**src/rtl/ttl_74298_mux_sched.sv**
```systemverilog
// ttl_74298_mux_sched: two-source arbiter driving WS/Cen of a 74LS298 mux-latch bank
// Ports: clk, VIDEO_RSTn (async active-low), ce (phase tick), req_a/req_b (held until ack),
//        WS (0=A,1=B), Cen (idle high, falling edge stores), ack_a/ack_b (one-clk), busy.
// Build option: MUX_SCHED_FIXED_PRIO_EN selects fixed priority (A wins); default is round-robin.
module ttl_74298_mux_sched #(
    parameter int SETUP_CYC   = 1,
    parameter int STROBE_CYC  = 1,
    parameter int RECOVER_CYC = 1
) (
    input  logic clk,
    input  logic VIDEO_RSTn,
    input  logic ce,
    input  logic req_a,
    input  logic req_b,
    output logic WS,
    output logic Cen,
    output logic ack_a,
    output logic ack_b,
    output logic busy
);
    if (SETUP_CYC < 1 || SETUP_CYC > 255 || STROBE_CYC < 1 || STROBE_CYC > 255 ||
        RECOVER_CYC < 1 || RECOVER_CYC > 255) begin : g_bad_param
        $error("ttl_74298_mux_sched: phase lengths must be 1..255");
    end

    typedef enum logic [2:0] {IDLE, SETUP, STROBE, RECOVER, DONE} state_t;

    state_t     state, state_n;
    logic [7:0] cnt, cnt_n;
    logic       ws_n, cen_n, ack_a_n, ack_b_n, win_b;
    logic       start;

    assign start = state == IDLE && (req_a || req_b);

`ifdef MUX_SCHED_FIXED_PRIO_EN
    assign win_b = req_b && !req_a;
`else
    logic last_grant;
    // both requesting: B wins only if A was served last
    assign win_b = req_b && (!req_a || !last_grant);
    always_ff @(posedge clk or negedge VIDEO_RSTn)
        if (!VIDEO_RSTn) last_grant <= 1'b1;
        else if (start) last_grant <= win_b;
`endif

    always_comb begin
        state_n = state;
        cnt_n   = cnt;
        ws_n    = WS;
        cen_n   = Cen;
        ack_a_n = 1'b0;
        ack_b_n = 1'b0;
        case (state)
            IDLE:
                if (start) begin
                    state_n = SETUP;
                    ws_n    = win_b;
                    cnt_n   = 8'(SETUP_CYC - 1);
                end
            SETUP:
                if (ce) begin
                    if (cnt == 8'd0) begin
                        state_n = STROBE;
                        cen_n   = 1'b0;
                        cnt_n   = 8'(STROBE_CYC - 1);
                    end else cnt_n = cnt - 8'd1;
                end
            STROBE:
                if (ce) begin
                    if (cnt == 8'd0) begin
                        state_n = RECOVER;
                        cen_n   = 1'b1;
                        cnt_n   = 8'(RECOVER_CYC - 1);
                    end else cnt_n = cnt - 8'd1;
                end
            RECOVER:
                if (ce) begin
                    if (cnt == 8'd0) begin
                        state_n = DONE;
                        ack_a_n = !WS;
                        ack_b_n = WS;
                    end else cnt_n = cnt - 8'd1;
                end
            DONE:    state_n = IDLE;
            default: state_n = IDLE;
        endcase
    end

    always_ff @(posedge clk or negedge VIDEO_RSTn)
        if (!VIDEO_RSTn) begin
            state <= IDLE;
            cnt   <= 8'd0;
            WS    <= 1'b0;
            Cen   <= 1'b1;
            ack_a <= 1'b0;
            ack_b <= 1'b0;
            busy  <= 1'b0;
        end else begin
            state <= state_n;
            cnt   <= cnt_n;
            WS    <= ws_n;
            Cen   <= cen_n;
            ack_a <= ack_a_n;
            ack_b <= ack_b_n;
            busy  <= state_n != IDLE;
        end
endmodule
```
**config.mk**
```make
export PLATFORM = sky130hd
export DESIGN_NAME = ttl_74298_mux_sched
export DESIGN_NICKNAME = d
export VERILOG_FILES = /design/src/rtl/ttl_74298_mux_sched.sv
export SDC_FILE = /design/constraint.sdc
export NUM_CORES = 1
export LEC_CHECK = 0
export CAP_MARGIN = 20
export CORE_ASPECT_RATIO = 0.9
export CORE_UTILIZATION = 42
export CTS_CLUSTER_DIAMETER = 80
export DETAILED_ROUTE_END_ITERATION = 10
export PLACE_DENSITY = 0.71
export SETUP_SLACK_MARGIN = 0.4
export SYNTH_ARGS = -nofsm -noshare
export SYNTH_HDL_FRONTEND = slang
export SYNTH_SLANG_ARGS = --single-unit
```
**constraint.sdc**
```tcl
create_clock -name clk -period 2.2 [get_ports clk]
set_clock_uncertainty 0.1 [all_clocks]
set_input_delay 0.44 -clock clk [delete_from_list [all_inputs] [get_ports clk]]
set_output_delay 0.44 -clock clk [all_outputs]
set_load 0.005 [all_outputs]
```
==> results of run 1 <==
==> Yosys cell counts, types with 2 or more instances <==
cell | n | area [µm²]
a31oi_1 | 3 | 18.8
nand2_1 | 7 | 26.3
or4_1 | 4 | 30.0
or3_1 | 3 | 18.8
nor2b_1 | 2 | 12.5
a21oi_1 | 6 | 30.0
dfrtp_1 | 15 | 375
nor4_2 | 2 | 25.0
buf_6 | 2 | 22.5
nand4_1 | 2 | 12.5
o31ai_1 | 4 | 30.0
nor2_1 | 4 | 15.0
dfstp_2 | 2 | 52.6
nor3_1 | 2 | 10.0
inv_1 | 4 | 15.0
o21ai_0 | 2 | 10.0
nor3b_1 | 2 | 15.0
==> state kept, by name, summed over array words and instances, names as in the netlist <==
signal / cells
state: 3
ack_b: 1
cnt: 8
busy: 1
last_grant: 1
WS: 1
ack_a: 1
Cen: 1
==> how the worst max path moves through the flow <==
stage | from | to | slack (ps) | cells after the start
6_report | cnt[0] | cnt[7] | 390 | 5
2_1_floorplan | cnt[0] | cnt[3] | 420 | 7
3_5_place_dp | req_a | cnt[6] | 90 | 5
4_1_cts | cnt[1] | cnt[7] | 400 | 6
3_3_place_gp | req_a | cnt[2] | 90 | 5
5_1_grt | cnt[0] | cnt[7] | 310 | 5
==> cell type report <==
type / instances / area (µm²)
Sequential cell: 17 / 433
Timing Repair Buffer: 19 / 166
Inverter: 4 / 15.0
Multi-Input combinational cell: 64 / 512
Tap cell: 25 / 31.3
Clock buffer: 4 / 26.3
Fill cell: 182 / 806
==> per-stage QoR <==
stage | utilization [%] | setup slack (ps)
6_report | 59.5 | 389
5_1_grt | 59.5 | 305
4_1_cts | 56.0 | 404
3_5_place_dp | 52.6 | 90.3
3_3_place_gp | 52.6 | 89.9
2_1_floorplan | - | 416
==> power by group through the flow <==
stage	clock network [mW]	logic [mW]	registers [mW]
final	0.166	0.659	0.592
after global routing	0.185	0.720	0.608
after CTS	0.176	0.560	0.582
after detailed placement	0	0.476	0.595
after global placement	0	0.465	0.587
after floorplan	0	0.399	0.547
==> repair_timing <==
item	in CTS	in global routing
setup buffers	4	3
pin swaps	1	6
hold buffers	0	0
endpoints found under the setup margin	6	6
gates resized for setup	4	12
==> cell families (layout without fill, tap and decap cells) <==
group	after synthesis	in the layout	synth area share, %
compound gates	24	24	18.1
xor+xnor	1	1	0.953
fa+ha+maj	1	1	1.36
buf+inv	7	27	5.58
flops	17	17	46.5
simple gates	38	38	27.5
==> metal layers <==
| metal | up-vias | track usage (%) |
|---|---|---|
| li1 | 374 | - |
| met4 | 0 | 8.11 |
| met2 | 15 | 30.3 |
| met3 | 4 | 6.93 |
| met5 | - | 0 |
| met1 | 389 | 23.7 |
==> layout by cell type (no fill, tap or decap), types with 2 or more instances in the layout <==
cell / n
clkbuf_4: 3
a21oi_1: 5
a31oi_1: 3
inv_1: 3
nor3_1: 2
dfrtp_2: 4
o21ai_0: 2
or3_1: 2
buf_4: 10
nand2_1: 7
nor4_4: 3
nand4_1: 2
clkdlybuf4s50_1: 7
or4_1: 3
nor2b_1: 2
nor2_1: 4
dfrtp_1: 11
o31ai_1: 4
dfstp_2: 2
==> critical path, cell delays in order (launching register included) <==
cell and delay, ps:
dfrtp_1 390, buf_4 160, nor4_4 260, nand4_1 190, or4b_4 520, a21oi_2 140
==> out/metrics.cfg, run 1 <==
[place]
dp.cells = 122
portBuffers = 9
gp_congestion = 0.759
dpl_cell_area_mm2 = 0.00105
dpl.hpwl_um = 1300

[route]
top_layer = met4
drt_iter0_markers = 11
wire_per_inst_um = 15.2
via_per_inst = 5.88
dr.pass1.iters = 4
drc = 0
met1_length_um = 956
wl_met2_um = 952
routed_wl_um = 2020
ant_nets = 0
met3_length_um = 78
vias = 782

[critical_path]
crit_path_start_kind = flop
reg2reg_depth = 5
end_kind = flop
critPathMaxFanout = 4
ff2ff_setup_slack_ps = 390
critPathRequiredTime_ps = 2340
r2r-end = cnt[7]
r2r-start = cnt[0]
crit_type = reg -> reg
cp_data_arrival_time_ps = 1950

[die]
start_util_pct = 46.2
io_pins = 10
dieArea_mm2 = 0.00238
rows = 15
coreArea_mm2 = 0.00199
fp.dieW_um = 51.3
die_h_um = 46.4

[cts]
cts_tree = done
clockBufferDepth = 2
cts_root_buf = clkbuf_4
clock_sinks = 17
clk_latency_ps = 300
cts-htree-levels = 1
cts_made_buffers = 3
path_clk_slew_ps = 100

[synth]
syn_avg_cell_area_um2 = 10.5
ys_types = 39
async_flop_share_pct = 100
synth_seq_area_share_pct = 46.5
ys_seq_elements = 17
syn_area_um2 = 920
synth_nets = 94
synth_top_flop_cell = dfrtp_1
yosys_warnings = 0
syn_inst = 88
synth_edf_count = 0

[run]
drv_cap = 0

[power_and_ir_drop]
swShare_pct = 40.0
seq_power_share_pct = 41.7
internal_power_mw = 0.851
p_total_mw = 1.42
powerDensity_mw_per_mm2 = 1200
power_switching_mw = 0.566
leakage_nw = 0.502
peakVddDrop_mv = 0.801
pwr-share-clk_pct = 11.7
pwr-share-comb_pct = 46.5

[finish]
final_nets = 115
syn_to_final_growth_pct = 28.7
stdcell_area_mm2 = 0.00118
num_antenna_cells = 0
layout-drive-gt1-share_pct = 31.5
fin_cells = 133

[sta]
final_hold_viol_count = 0
holdWs_ps = 289
fin_tns_setup_ps = 0
fmax_mhz = 552
tightest_slew_ps = 438
max_slew_margin_pct = 70.6
rsz0062_at_grt = true
setup_viol = 0
period_minus_slack_ps = 1810
maxSlewViolCount = 0
finalCritPeriodShare_pct = 82.3

[grt]
grt_pass1_vias = 701
grtUsageTotal_pct = 19.1
grt_max_degree = 18
overflow = 0
grt_pass1_wl_um = 3150
antenna_found_initial = 0

[hold_path]
hold_depth = 2
hold_end = last_grant
min_path_type = in -> reg
worstHoldStart = req_a

[outcome]
outcome = finished, final reports clean

(Power assumes the default switching activity.)
==> run 2: changes to the inputs <==
==> constraint.sdc (replaced) <==
create_clock -name clk -period 1.8 [get_ports clk]
set_clock_uncertainty 0.1 [all_clocks]
set_input_delay 0.36 -clock clk [delete_from_list [all_inputs] [get_ports clk]]
set_output_delay 0.36 -clock clk [all_outputs]
set_load 0.005 [all_outputs]
==> out/metrics.cfg, run 2 (synthesis results as in run 1) <==
[outcome]
outcome = finished, violations left  ; was finished, final reports clean
violations = setup timing

[die]
rows = 15  ; unchanged
fp.dieW_um = 51.3  ; unchanged
start_util_pct = 46.2  ; unchanged
io_pins = 10  ; unchanged
die_h_um = 46.4  ; unchanged
coreArea_mm2 = 0.00199  ; unchanged
dieArea_mm2 = 0.00238  ; unchanged

[place]
dpl.hpwl_um = 1460  ; was 1300 µm
dp.cells = 134  ; was 122
portBuffers = 9  ; unchanged
gp_congestion = 0.808  ; was 0.759

[route]
drt_iter0_markers = 19  ; was 11
dr.pass1.iters = 4  ; unchanged
routed_wl_um = 2570  ; was 2020 µm
via_per_inst = 5.71  ; was 5.88
ant_nets = 0  ; unchanged
wire_per_inst_um = 16.7  ; was 15.2 µm
vias = 880  ; was 782
drc = 0  ; unchanged

[sta]
fin_tns_setup_ps = -272  ; was 0 ps
final_hold_viol_count = 0  ; unchanged
worst_slack_ps = -79.1  ; was 389 ps
max_slew_margin_pct = 71.1  ; was 70.6%
holdWs_ps = 264  ; was 289 ps
fmax_mhz = 532  ; was 552 MHz
finalCritPeriodShare_pct = 104  ; was 82.3%
period_minus_slack_ps = 1880  ; was 1810 ps
tightest_slew_ps = 433  ; was 438 ps
maxSlewViolCount = 0  ; unchanged
setup_viol = 7  ; was 0
rsz0062_at_grt = true  ; unchanged

[run]
drv_cap = 0  ; unchanged

[grt]
grtUsageTotal_pct = 24.8  ; was 19.1%
grt_max_degree = 18  ; unchanged
grt_pass1_vias = 837  ; was 701
grt_pass1_wl_um = 4010  ; was 3150 µm
overflow = 0  ; unchanged
antenna_found_initial = 0  ; unchanged

[finish]
largest-register = cnt  ; unchanged
top_regs = cnt (8), state (3)  ; unchanged
final_cell_mix = buf_4, dfrtp_1, nand2_1, a21oi_2  ; was dfrtp_1, buf_4, nand2_1, clkdlybuf4s50_1, a21oi_1
fin_cells = 154  ; was 133
final_nets = 136  ; was 115
syn_to_final_growth_pct = 55.2  ; was 28.7%
num-fill-cells = 151  ; was 182
final_common_cell = buf_4  ; was dfrtp_1
largest_reg_flops = 8  ; unchanged
layout-drive-gt1-share_pct = 55.8  ; was 31.5%
num_antenna_cells = 0  ; unchanged

[cts]
cts_tree = done  ; unchanged
postCtsHoldBufs = 0  ; unchanged
cts_made_buffers = 3  ; unchanged
cts-htree-levels = 1  ; unchanged
clk_latency_ps = 310  ; was 300 ps
clockBufferDepth = 2  ; unchanged
cts_root_buf = clkbuf_4  ; unchanged
path_clk_slew_ps = 100  ; about the same
clock_sinks = 17  ; unchanged

[critical_path]
cpPeakStageDelay_ps = 520  ; about the same
end_kind = flop  ; unchanged
critPathBufInv = 1  ; unchanged
cp_data_arrival_time_ps = 2020  ; was 1950 ps
cpLargestDelayFamily = simple AND/OR/NAND/NOR gates  ; unchanged
crit_type = reg -> reg  ; unchanged
slowest_stage = or4_4  ; was or4b_4
path_cells = buf_6 -> nor4_4 -> nand3b_1 -> or4_4 -> a21oi_2  ; was buf_4 -> nor4_4 -> nand4_1 -> or4b_4 -> a21oi_2
reg2reg_depth = 5  ; unchanged
critPathMaxFanout = 3  ; was 4
cp_num_cells = 5  ; unchanged
critPathRequiredTime_ps = 1940  ; was 2340 ps
crit_path_start_kind = flop  ; unchanged

[power_and_ir_drop]
powerDensity_mw_per_mm2 = 1520  ; was 1200 mW/mm²
peakVddDrop_mv = 0.967  ; was 0.801 mV
leakage_nw = 0.640  ; was 0.502 nW

[hold_path]
min_path_type = in -> async  ; was in -> reg

[run 2: stage by stage]
stage | total power [mW] | util (%) | setup slack, ps | instance area [µm²]
final | 2.17 | 71.8 | -79.1 | 1430
after detailed placement | 1.47 | 57.7 | -217 | 1150
after global routing | 2.30 | 71.8 | -150 | 1430
after floorplan | 1.16 | - | 19.0 | 950
after CTS | 2.02 | 68.0 | -30.1 | 1350
after global placement | 1.43 | 57.7 | -169 | 1150
[run 2: final cells by class]
type                       instances  area (µm²)  share of cell area [%]
clock buffer                       3        22.5                    1.58
clock inverter                     1        5.00                   0.351
inverter                           4        15.0                    1.05
multi-input combinational         65         603                    42.2
sequential                        17         429                    30.1
tap                               25        31.3                    2.19
timing repair buffer              39         322                    22.5
[run 2: per-layer routing]
layer / part of all wire (%) / routed length (µm) / GRT usage (%) / vias up
met1: 43 / 1100 / 29.0 / 435
li1: - / - / - / 421
met3: 4.1 / 105 / 6.93 / 6
met4: 2.5 / 65 / 11.9 / 0
met2: 51 / 1300 / 42.6 / 18
met5: 0 / 0 / 0 / -
[run 2: timing repair]
item                       4_1_cts  5_1_grt
buffers inserted                12        3
setup endpoints to repair       21       19
pin swaps                       16       15
cloned                           1        0
gates resized for setup         28       15
[run 2: final timing paths]
kind / from / end / slack, ps
worst max-delay path: cnt[3] / cnt[6] / -80
worst min-delay path: VIDEO_RSTn / cnt[0] / 260
worst max register to register: cnt[3] / cnt[6] / -80
worst min register to register: last_grant / last_grant / 440
max in group asynchronous: VIDEO_RSTn / last_grant / 1080
min in group clk: last_grant / last_grant / 440
[run 2: where the power goes]
| part | total [mW] | internal [mW] | switching (mW) |
|---|---|---|---|
| logic | 1.28 | 0.684 | 0.595 |
| clock network | 0.212 | 0.0832 | 0.129 |
| registers | 0.677 | 0.523 | 0.154 |
==> run 3: changes to the inputs <==
--- a/config.mk
+++ b/config.mk
@@ -11,6 +11,7 @@
 export CTS_CLUSTER_DIAMETER = 80
 export DETAILED_ROUTE_END_ITERATION = 10
 export PLACE_DENSITY = 0.71
+export RECOVER_POWER = 25
 export SETUP_SLACK_MARGIN = 0.4
 export SYNTH_ARGS = -nofsm -noshare
 export SYNTH_HDL_FRONTEND = slang
==> constraint.sdc (replaced) <==
create_clock -name clk -period 1.8 [get_ports clk]
set_clock_uncertainty 0.1 [all_clocks]
set_input_delay 0.36 -clock clk [delete_from_list [all_inputs] [get_ports clk]]
set_output_delay 0.36 -clock clk [all_outputs]
set_load 0.01 [all_outputs]
==> out/metrics.cfg, run 3 (synthesis results as in run 1) <==
[power_and_ir_drop]
p_total_mw = 2.14  ; was 2.17 mW
internal_power_mw = 1.26  ; was 1.29 mW
peakVddDrop_mv = 0.936  ; was 0.967 mV
powerDensity_mw_per_mm2 = 1520  ; about the same
swShare_pct = 41.1  ; was 40.5%
leakage_nw = 0.618  ; was 0.640 nW
pwr-share-clk_pct = 9.6  ; was 9.8%
pwr-share-comb_pct = 58.8  ; was 59.0%
seq_power_share_pct = 31.6  ; was 31.2%
power_switching_mw = 0.877  ; was 0.878 mW

[cts]
cts_tree = done  ; unchanged
cts_root_buf = clkbuf_4  ; unchanged
path_clk_slew_ps = 100  ; about the same
clk_latency_ps = 300  ; was 310 ps
cts_made_buffers = 3  ; unchanged
postCtsHoldBufs = 0  ; unchanged
clockBufferDepth = 2  ; unchanged
cts-htree-levels = 1  ; unchanged
clock_sinks = 17  ; unchanged

[route]
routed_wl_um = 2560  ; was 2570 µm
drc = 0  ; unchanged
wire_per_inst_um = 16.9  ; was 16.7 µm
ant_nets = 0  ; unchanged
via_per_inst = 5.82  ; was 5.71
drt_iter0_markers = 35  ; was 19
vias = 885  ; was 880
dr.pass1.iters = 4  ; unchanged

[finish]
layout-drive-gt1-share_pct = 53.5  ; was 55.8%
stdcell_area_mm2 = 0.00140  ; was 0.00143 mm²
top_regs = cnt (8), state (3)  ; unchanged
largest-register = cnt  ; unchanged
largest_reg_flops = 8  ; unchanged
final_cell_mix = buf_4, dfrtp_1, nand2_1, a21oi_2  ; unchanged
final_nets = 134  ; was 136
fin_util_pct = 70.4  ; was 71.8%
syn_to_final_growth_pct = 52.4  ; was 55.2%
final_common_cell = buf_4  ; unchanged
num-fill-cells = 152  ; was 151
num_antenna_cells = 0  ; unchanged

[sta]
final_hold_viol_count = 0  ; unchanged
period_minus_slack_ps = 1850  ; was 1880 ps
maxSlewViolCount = 0  ; unchanged
rsz0062_at_grt = true  ; unchanged
holdWs_ps = 435  ; was 264 ps
fmax_mhz = 540  ; was 532 MHz
worst_slack_ps = -51.4  ; was -79.1 ps
finalCritPeriodShare_pct = 103  ; was 104%
max_slew_margin_pct = 38.0  ; was 71.1%
setup_viol = 6  ; was 7
tightest_slew_ps = 930  ; was 433 ps

[die]
io_pins = 10  ; unchanged
die_h_um = 46.4  ; unchanged
dieArea_mm2 = 0.00238  ; unchanged
fp.dieW_um = 51.3  ; unchanged
coreArea_mm2 = 0.00199  ; unchanged
start_util_pct = 46.2  ; unchanged
rows = 15  ; unchanged

[hold_path]
min_path_type = reg -> reg  ; was in -> async
hold_depth = 2
worstHoldStart = last_grant

[critical_path]
startpoint = cnt[3]  ; unchanged
r2r-start = cnt[3]  ; unchanged
end_kind = flop  ; unchanged
critPathMaxFanout = 3  ; unchanged
cp_data_arrival_time_ps = 1980  ; was 2020 ps
critPathRequiredTime_ps = 1930  ; was 1940 ps
reg2reg_depth = 5  ; unchanged
crit_path_start_kind = flop  ; unchanged
crit_type = reg -> reg  ; unchanged

[place]
portBuffers = 9  ; unchanged
dpl_cell_area_mm2 = 0.00115  ; unchanged
gp_congestion = 0.808  ; unchanged
dpl.hpwl_um = 1460  ; unchanged

[grt]
grt_max_degree = 18  ; unchanged
antenna_found_initial = 0  ; unchanged
gr-max-usage-layer = met2  ; unchanged
gr-usage-met2_pct = 43.2  ; was 42.6%
grt_pass1_wl_um = 3990  ; was 4010 µm
grt_util_met1_pct = 28.0  ; was 29.0%
grtUsageTotal_pct = 24.6  ; was 24.8%
overflow = 0  ; unchanged
met3_usage_pct = 7.26  ; was 6.93%
grt_pass1_vias = 855  ; was 837

[outcome]
outcome = finished, violations left  ; unchanged
violations = setup timing  ; unchanged

[run]
drv_cap = 0  ; unchanged

==> run 3: cell type report <==
| class | instances | area [µm²] | area share, % |
|---|---|---|---|
| multi-input cells | 65 | 598 | 42.7 |
| clock buffers | 3 | 22.5 | 1.61 |
| well taps | 25 | 31.3 | 2.23 |
| repair buffers | 37 | 300 | 21.4 |
| flip-flops and latches | 17 | 429 | 30.6 |
| inverters | 4 | 15.0 | 1.07 |
| clock inverters | 1 | 5.00 | 0.357 |
==> run 3: final timing paths <==
path | slack [ps] | endpoint
max in group asynchronous | 370 | cnt[2]
hold reg to reg | 440 | last_grant
min in group asynchronous | 600 | cnt[0]
setup reg to reg | -50 | cnt[6]
hold / removal | 440 | last_grant
setup / recovery | -50 | cnt[6]
==> run 3: critical path, cell delays in order (launching register included) <==
cell      delay (ps)
dfrtp_1          440
buf_6            150
nor4_4           290
nand3b_1         150
or4_4            520
a21oi_2          130
==> run 3: through the flow <==
step / setup WS (ps) / setup TNS, ps / instances
after floorplan: 19.0 / 0 / 88
after global placement: -169 / -1010 / 134
after detailed placement: -217 / -1360 / 134
after CTS: -30.1 / -38.7 / 151
after global routing: -107 / -816 / 152
final: -51.4 / -134 / 152
==> run 3: what timing repair did <==
action,CTS,global route
pin swaps,16,15
buffers inserted,12,1
endpoints found under the setup margin,21,17
gates resized for setup,32,11
cloned,1,0
endpoints found under the hold margin,0,0
==> run 3: layer usage <==
layer	routed length (µm)	part of all wire, %
met1	1090	43
met2	1270	50
met3	125	4.9
met4	74	2.9
met5	0	0
==> run 3: power groups by stage <==
| stage | clock, mW | sequential (mW) | combinational (mW) |
|---|---|---|---|
| after floorplan | 0 | 0.676 | 0.495 |
| after global placement | 0 | 0.664 | 0.771 |
| after detailed placement | 0 | 0.672 | 0.804 |
| after CTS | 0.217 | 0.660 | 1.15 |
| after global routing | 0.227 | 0.695 | 1.34 |
| final | 0.206 | 0.674 | 1.26 |
